$ cat config.mk
export PLATFORM = sky130hd
export DESIGN_NAME = operand_fetch_stage
export DESIGN_NICKNAME = d
export VERILOG_FILES = /design/src/rtl/operand_fetch_stage.sv
export SDC_FILE = /design/constraint.sdc
export NUM_CORES = 1
export LEC_CHECK = 0
export CAP_MARGIN = 0
export CORE_ASPECT_RATIO = 1.4
export CORE_MARGIN = 8
export CORE_UTILIZATION = 45
export DETAILED_ROUTE_END_ITERATION = 7
export GPL_TIMING_DRIVEN = 0
export PLACE_DENSITY = 0.92
export RECOVER_POWER = 100
export SLEW_MARGIN = 0
export SYNTH_ARGS = -nofsm -noshare
export SYNTH_HDL_FRONTEND = slang
export SYNTH_SLANG_ARGS = --single-unit
$ cat constraint.sdc
create_clock -name CLK -period 3.6 [get_ports CLK]
set_clock_uncertainty 0.2 [all_clocks]
set_input_delay 0.36 -clock CLK [delete_from_list [all_inputs] [get_ports CLK]]
set_output_delay 0.36 -clock CLK [all_outputs]
set_load 0.03 [all_outputs]
$ cat src/rtl/operand_fetch_stage.sv
// operand_fetch_stage: register file read, EX/MEM and writeback bypass, load-use stall, ID/EX register
module operand_fetch_stage #(
  parameter int XLEN  = 32,
  parameter int AW    = 5,
  parameter int CTRLW = 16,
  parameter int CNTW  = 32
) (
  input  logic             CLK,
  input  logic             RESET,
  input  logic             IN_VALID,
  output logic             IN_READY,
  input  logic [XLEN-1:0]  IN_PC,
  input  logic [AW-1:0]    IN_RS1,
  input  logic [AW-1:0]    IN_RS2,
  input  logic [AW-1:0]    IN_RD,
  input  logic             IN_USES_RS1,
  input  logic             IN_USES_RS2,
  input  logic             IN_REG_WRITE,
  input  logic             IN_IS_LOAD,
  input  logic [CTRLW-1:0] IN_CTRL,
  output logic [AW-1:0]    RF_OUT1ADDRESS,
  output logic [AW-1:0]    RF_OUT2ADDRESS,
  input  logic [XLEN-1:0]  RF_OUT1,
  input  logic [XLEN-1:0]  RF_OUT2,
  input  logic             EXM_WRITE,
  input  logic             EXM_IS_LOAD,
  input  logic [AW-1:0]    EXM_RD,
  input  logic [XLEN-1:0]  EXM_DATA,
  input  logic             WB_WRITE,
  input  logic [AW-1:0]    WB_ADDR,
  input  logic [XLEN-1:0]  WB_DATA,
  input  logic             FLUSH,
  output logic             OUT_VALID,
  input  logic             OUT_READY,
  output logic [XLEN-1:0]  OUT_PC,
  output logic [XLEN-1:0]  OUT_OP1,
  output logic [XLEN-1:0]  OUT_OP2,
  output logic [AW-1:0]    OUT_RD,
  output logic             OUT_REG_WRITE,
  output logic             OUT_IS_LOAD,
  output logic [CTRLW-1:0] OUT_CTRL,
  output logic             HAZ_STALL,
  output logic [CNTW-1:0]  STALL_COUNT
);
  logic            load_en;
  logic            dep1;
  logic            dep2;
  logic [XLEN-1:0] op1;
  logic [XLEN-1:0] op2;

  // Bypass priority: x0, then a non-load EX/MEM result, then the write landing in the file this edge.
  function automatic logic [XLEN-1:0] resolve(input logic [AW-1:0] rs, input logic [XLEN-1:0] rf,
                                              input logic ew, input logic el, input logic [AW-1:0] erd,
                                              input logic [XLEN-1:0] ed, input logic ww,
                                              input logic [AW-1:0] wa, input logic [XLEN-1:0] wd);
    return rs == '0 ? '0 : (ew && !el && erd == rs) ? ed : (ww && wa == rs) ? wd : rf;
  endfunction

  // A source depends on a load whose data is not yet available (in ID/EX or in EX/MEM).
  function automatic logic load_dep(input logic [AW-1:0] rs, input logic ov, input logic ol,
                                    input logic orw, input logic [AW-1:0] ord, input logic ew,
                                    input logic el, input logic [AW-1:0] erd);
    return rs != '0 && ((ov && ol && orw && ord == rs) || (ew && el && erd == rs));
  endfunction

  assign RF_OUT1ADDRESS = IN_RS1;
  assign RF_OUT2ADDRESS = IN_RS2;
  assign op1  = resolve(IN_RS1, RF_OUT1, EXM_WRITE, EXM_IS_LOAD, EXM_RD, EXM_DATA, WB_WRITE, WB_ADDR, WB_DATA);
  assign op2  = resolve(IN_RS2, RF_OUT2, EXM_WRITE, EXM_IS_LOAD, EXM_RD, EXM_DATA, WB_WRITE, WB_ADDR, WB_DATA);
  assign dep1 = IN_USES_RS1 && load_dep(IN_RS1, OUT_VALID, OUT_IS_LOAD, OUT_REG_WRITE, OUT_RD, EXM_WRITE, EXM_IS_LOAD, EXM_RD);
  assign dep2 = IN_USES_RS2 && load_dep(IN_RS2, OUT_VALID, OUT_IS_LOAD, OUT_REG_WRITE, OUT_RD, EXM_WRITE, EXM_IS_LOAD, EXM_RD);
  assign HAZ_STALL = IN_VALID && (dep1 || dep2);
  assign load_en   = !OUT_VALID || OUT_READY;
  assign IN_READY  = RESET && (FLUSH || (load_en && !HAZ_STALL));

  // ID/EX register: flush kills, backpressure holds, hazard inserts a counted bubble, else capture.
  always_ff @(posedge CLK) begin
    if (!RESET) begin
      OUT_VALID     <= 1'b0;
      OUT_PC        <= '0;
      OUT_OP1       <= '0;
      OUT_OP2       <= '0;
      OUT_RD        <= '0;
      OUT_REG_WRITE <= 1'b0;
      OUT_IS_LOAD   <= 1'b0;
      OUT_CTRL      <= '0;
      STALL_COUNT   <= '0;
    end else if (FLUSH) begin
      OUT_VALID <= 1'b0;
    end else if (load_en) begin
      if (HAZ_STALL) begin
        OUT_VALID <= 1'b0;
        if (~&STALL_COUNT) STALL_COUNT <= STALL_COUNT + CNTW'(1);
      end else if (IN_VALID) begin
        OUT_VALID     <= 1'b1;
        OUT_PC        <= IN_PC;
        OUT_OP1       <= op1;
        OUT_OP2       <= op2;
        OUT_RD        <= IN_RD;
        OUT_REG_WRITE <= IN_REG_WRITE;
        OUT_IS_LOAD   <= IN_IS_LOAD;
        OUT_CTRL      <= IN_CTRL;
      end else begin
        OUT_VALID <= 1'b0;
      end
    end
  end
endmodule

==> flow_summary.json <==
{
  "synth_area_leaders": "dfxtp_1 39%, nand3_1 9.0%, mux2i_1 8.9%, o31ai_1 8.0%, nand2_1 6.9%",
  "cts_buffers": 17,
  "design_area_um2": 12420,
  "nets": 1575,
  "netlist.top_cell.by_area": "dfxtp_1",
  "pwr-share-comb_pct": 20.2,
  "die_x_um": 127.5,
  "switchingPower_mw": 1.298,
  "htree_levels": 4,
  "hold_path_class": "flop to flop",
  "synth-seq-cells": 152,
  "netlist_instances": 966,
  "required_ns": 3.04,
  "vdd_drop_max_mv": 0.2820,
  "yosys_warnings": 0,
  "worstMarginPinSlew_ns": 0.9666,
  "async_flop_share_pct": 0,
  "antenna_found_initial": 0,
  "routed_wl_um": 34070,
  "synth_edf_count": 0,
  "place_area_um2": 11900,
  "die_h_um": 172.1,
  "clock.fmax_ghz": 0.2920,
  "diodes": 0,
  "antenna_left": 0,
  "gp_congestion": 0.9473,
  "synth_seq_area_share_pct": 38.83,
  "hold_path_depth": 2,
  "dp_hpwl_um": 27620,
  "place_inst": 1578,
  "ff2ff_path_depth": 8,
  "startpoint_type": "primary input",
  "grt_pass1_wl_um": 50040,
  "clock_latency_ns": 0.41,
  "drive_gt1_share_pct": 5.386,
  "slew_headroom_pct": 35.06,
  "cts_tree": "done",
  "whs_endpoint": "OUT_CTRL[1]",
  "syn-cell-area_um2": 7836,
  "yosysUniqueCellTypes": 47,
  "holdCritStartpoint": "OUT_CTRL[1]",
  "synth_commonest_cells": "152 x dfxtp_1, 145 x nand2_1, 141 x nand3_1",
  "grt-ovfl-total": 0,
  "grt_start_max_net_pins": 17,
  "port_buffers": 376,
  "syn_avg_cell_area_um2": 8.112,
  "r2r-end": "STALL_COUNT[0]",
  "drt_first_pass_iters": 8,
  "p_int_mw": 3.218,
  "setup_viol": 0,
  "dieArea_um2": 21950,
  "vias": 9274,
  "cts_sinks": 152,
  "via_per_inst": 5.760,
  "start_util_pct": 45.59,
  "n_fill_cell": 1349,
  "critical_path_class": "primary input to output port",
  "rrSetupSlack_ns": 0.27,
  "rsz0062_at_grt": "no",
  "pin_count": 377,
  "path_clk_slew_ns": 0.07,
  "holdBufCountCts": 0,
  "num_rows": 57,
  "instances_no_fill": 1610,
  "clockBufferDepth": 2,
  "post-cts-setup-buffer-count": 0,
  "slew_viol_final": 0,
  "core-area_um2": 17190,
  "p_sw_share_pct": 28.74,
  "drv_cap": 0,
  "syn_nets": 1180,
  "fin_crit_sh_pct": 95.12,
  "hold_viol_final": 0,
  "cp.arrival_ns": 2.86,
  "syn_to_final_growth_pct": 58.52,
  "drt_iter0_markers": 870,
  "ys.flop_type": "dfxtp_1",
  "pwr-share-clk_pct": 40.2,
  "synth.most_common_cell": "dfxtp_1",
  "cellPowerDensity_nw_per_um2": 363.6,
  "crit-reg2reg-launch": "STALL_COUNT[7]",
  "finalCriticalPeriod_ns": 3.424,
  "end_kind": "output port",
  "total_leakage_power_nw": 4.851,
  "synth_top_area_share_pct": 38.83,
  "p_total_mw": 4.516,
  "status": "finished clean",
  "cts_root_buf": "clkbuf_16",
  "wl_per_cell_um": 21.16,
  "grtUsageTotal_pct": 29.23,
  "cp_max_fo": 5,
  "drc": 0,
  "pwr-share-seq_pct": 39.7,
  "grt_pass1_vias": 8985
}
## worst max-delay path by stage
stage              startpoint              to  slack (ns)  depth (start not counted)
2_1_floorplan       OUT_RD[4]        IN_READY        0.83                          6
3_3_place_gp            RESET        IN_READY       -0.16                          7
3_5_place_dp            RESET        IN_READY       -0.14                          7
4_1_cts                 RESET        IN_READY        0.05                          7
5_1_grt        STALL_COUNT[7]  STALL_COUNT[0]        0.08                          8
6_report            IN_RS1[2]       HAZ_STALL        0.18                          8
## sequential cells by signal (all words and copies together), names as in the netlist
name / cells
OUT_OP1: 32
OUT_OP2: 32
OUT_PC: 32
STALL_COUNT: 32
OUT_CTRL: 16
OUT_RD: 5
OUT_IS_LOAD: 1
OUT_REG_WRITE: 1
OUT_VALID: 1
## critical path: stages
cell,delay (ns)
dlygate4sd3_1,0.68
xnor2_1,0.29
nand4_1,0.15
o22ai_2,0.24
and2_1,0.18
a31oi_1,0.08
nor2b_1,0.18
clkdlybuf4s50_1,0.70
## kinds of logic after synthesis
logic type	after synthesis	synth area share [%]
AO/OA/AOI/OAI	244	18.90
XOR/XNOR	30	3.353
adder cells (fa/ha/maj)	1	0.1596
buffers and inverters	101	6.802
flip-flops	152	38.83
multiplexers	70	8.941
AND/OR/NAND/NOR	368	23.01
## what timing repair did
item                                    CTS  global route
pin swaps                                 0             0
endpoints found under the setup margin    1             1
gates resized for setup                   1             2
## cell usage in the layout (no fill, tap or decap), drive strengths merged, types with 2 or more instances in the layout
cell,synthesis,routed
nor3b,2,2
dlygate4sd3,0,164
xnor2,17,17
and2,2,2
or3,7,7
mux2i,70,70
nand3,142,142
nor2,7,7
and4,2,2
o21ai,124,124
nor3,7,7
clkinv,1,6
xor2,13,13
clkbuf,36,72
buf,60,44
nand2,145,145
clkdlybuf4s50,0,211
or4,19,19
nor2b,2,2
and3,9,9
inv,4,10
nor4,6,6
nand4,7,7
dfxtp,152,152
a21o,2,2
nand2b,9,9
o31ai,84,84
bufinv,0,2
a21oi,25,25
## layout make-up
type / instances / area, um2 / share of cell area [%]
clock buffers: 19 / 432.9 / 3.485
flip-flops and latches: 152 / 3043 / 24.50
multi-input cells: 713 / 4249 / 34.21
inverters: 5 / 18.77 / 0.1511
repair buffers: 376 / 3757 / 30.25
plain buffers: 96 / 464.2 / 3.737
well taps: 236 / 295.3 / 2.377
clock inverters: 13 / 161.4 / 1.299
## layer usage
| layer | share of wire [%] | up-vias | GRT usage [%] |
|---|---|---|---|
| met5 | 0 | - | 0 |
| met4 | 3.8 | 0 | 12.40 |
| met3 | 8.6 | 84 | 8.241 |
| met2 | 51 | 528 | 52.56 |
| met1 | 37 | 4367 | 31.53 |
| li1 | - | 4295 | - |
## metrics by stage
| step | setup TNS (ns) | worst slack [ns] | hold slack [ns] | util, % |
|---|---|---|---|---|
| after floorplan | 0 | 0.8263 | 0.2361 | - |
| after global placement | -0.1580 | -0.1580 | 0.2410 | 69.21 |
| after CTS | 0 | 0.04594 | 0.2568 | 72.67 |
| after global routing | 0 | 0.08327 | 0.2737 | 72.27 |
| after detailed placement | -0.1384 | -0.1384 | 0.2477 | 69.21 |
| final | 0 | 0.1757 | 0.2548 | 72.27 |
## power groups by stage
| stage | registers [mW] | logic, mW | clock network (mW) |
|---|---|---|---|
| after floorplan | 1.96 | 0.287 | 0 |
| after global placement | 1.83 | 0.930 | 0 |
| after detailed placement | 1.83 | 0.943 | 0 |
| after CTS | 1.79 | 0.948 | 1.83 |
| after global routing | 1.80 | 0.964 | 1.90 |
| final | 1.79 | 0.911 | 1.81 |
No activity file was read; power rests on OpenSTA's default activity.
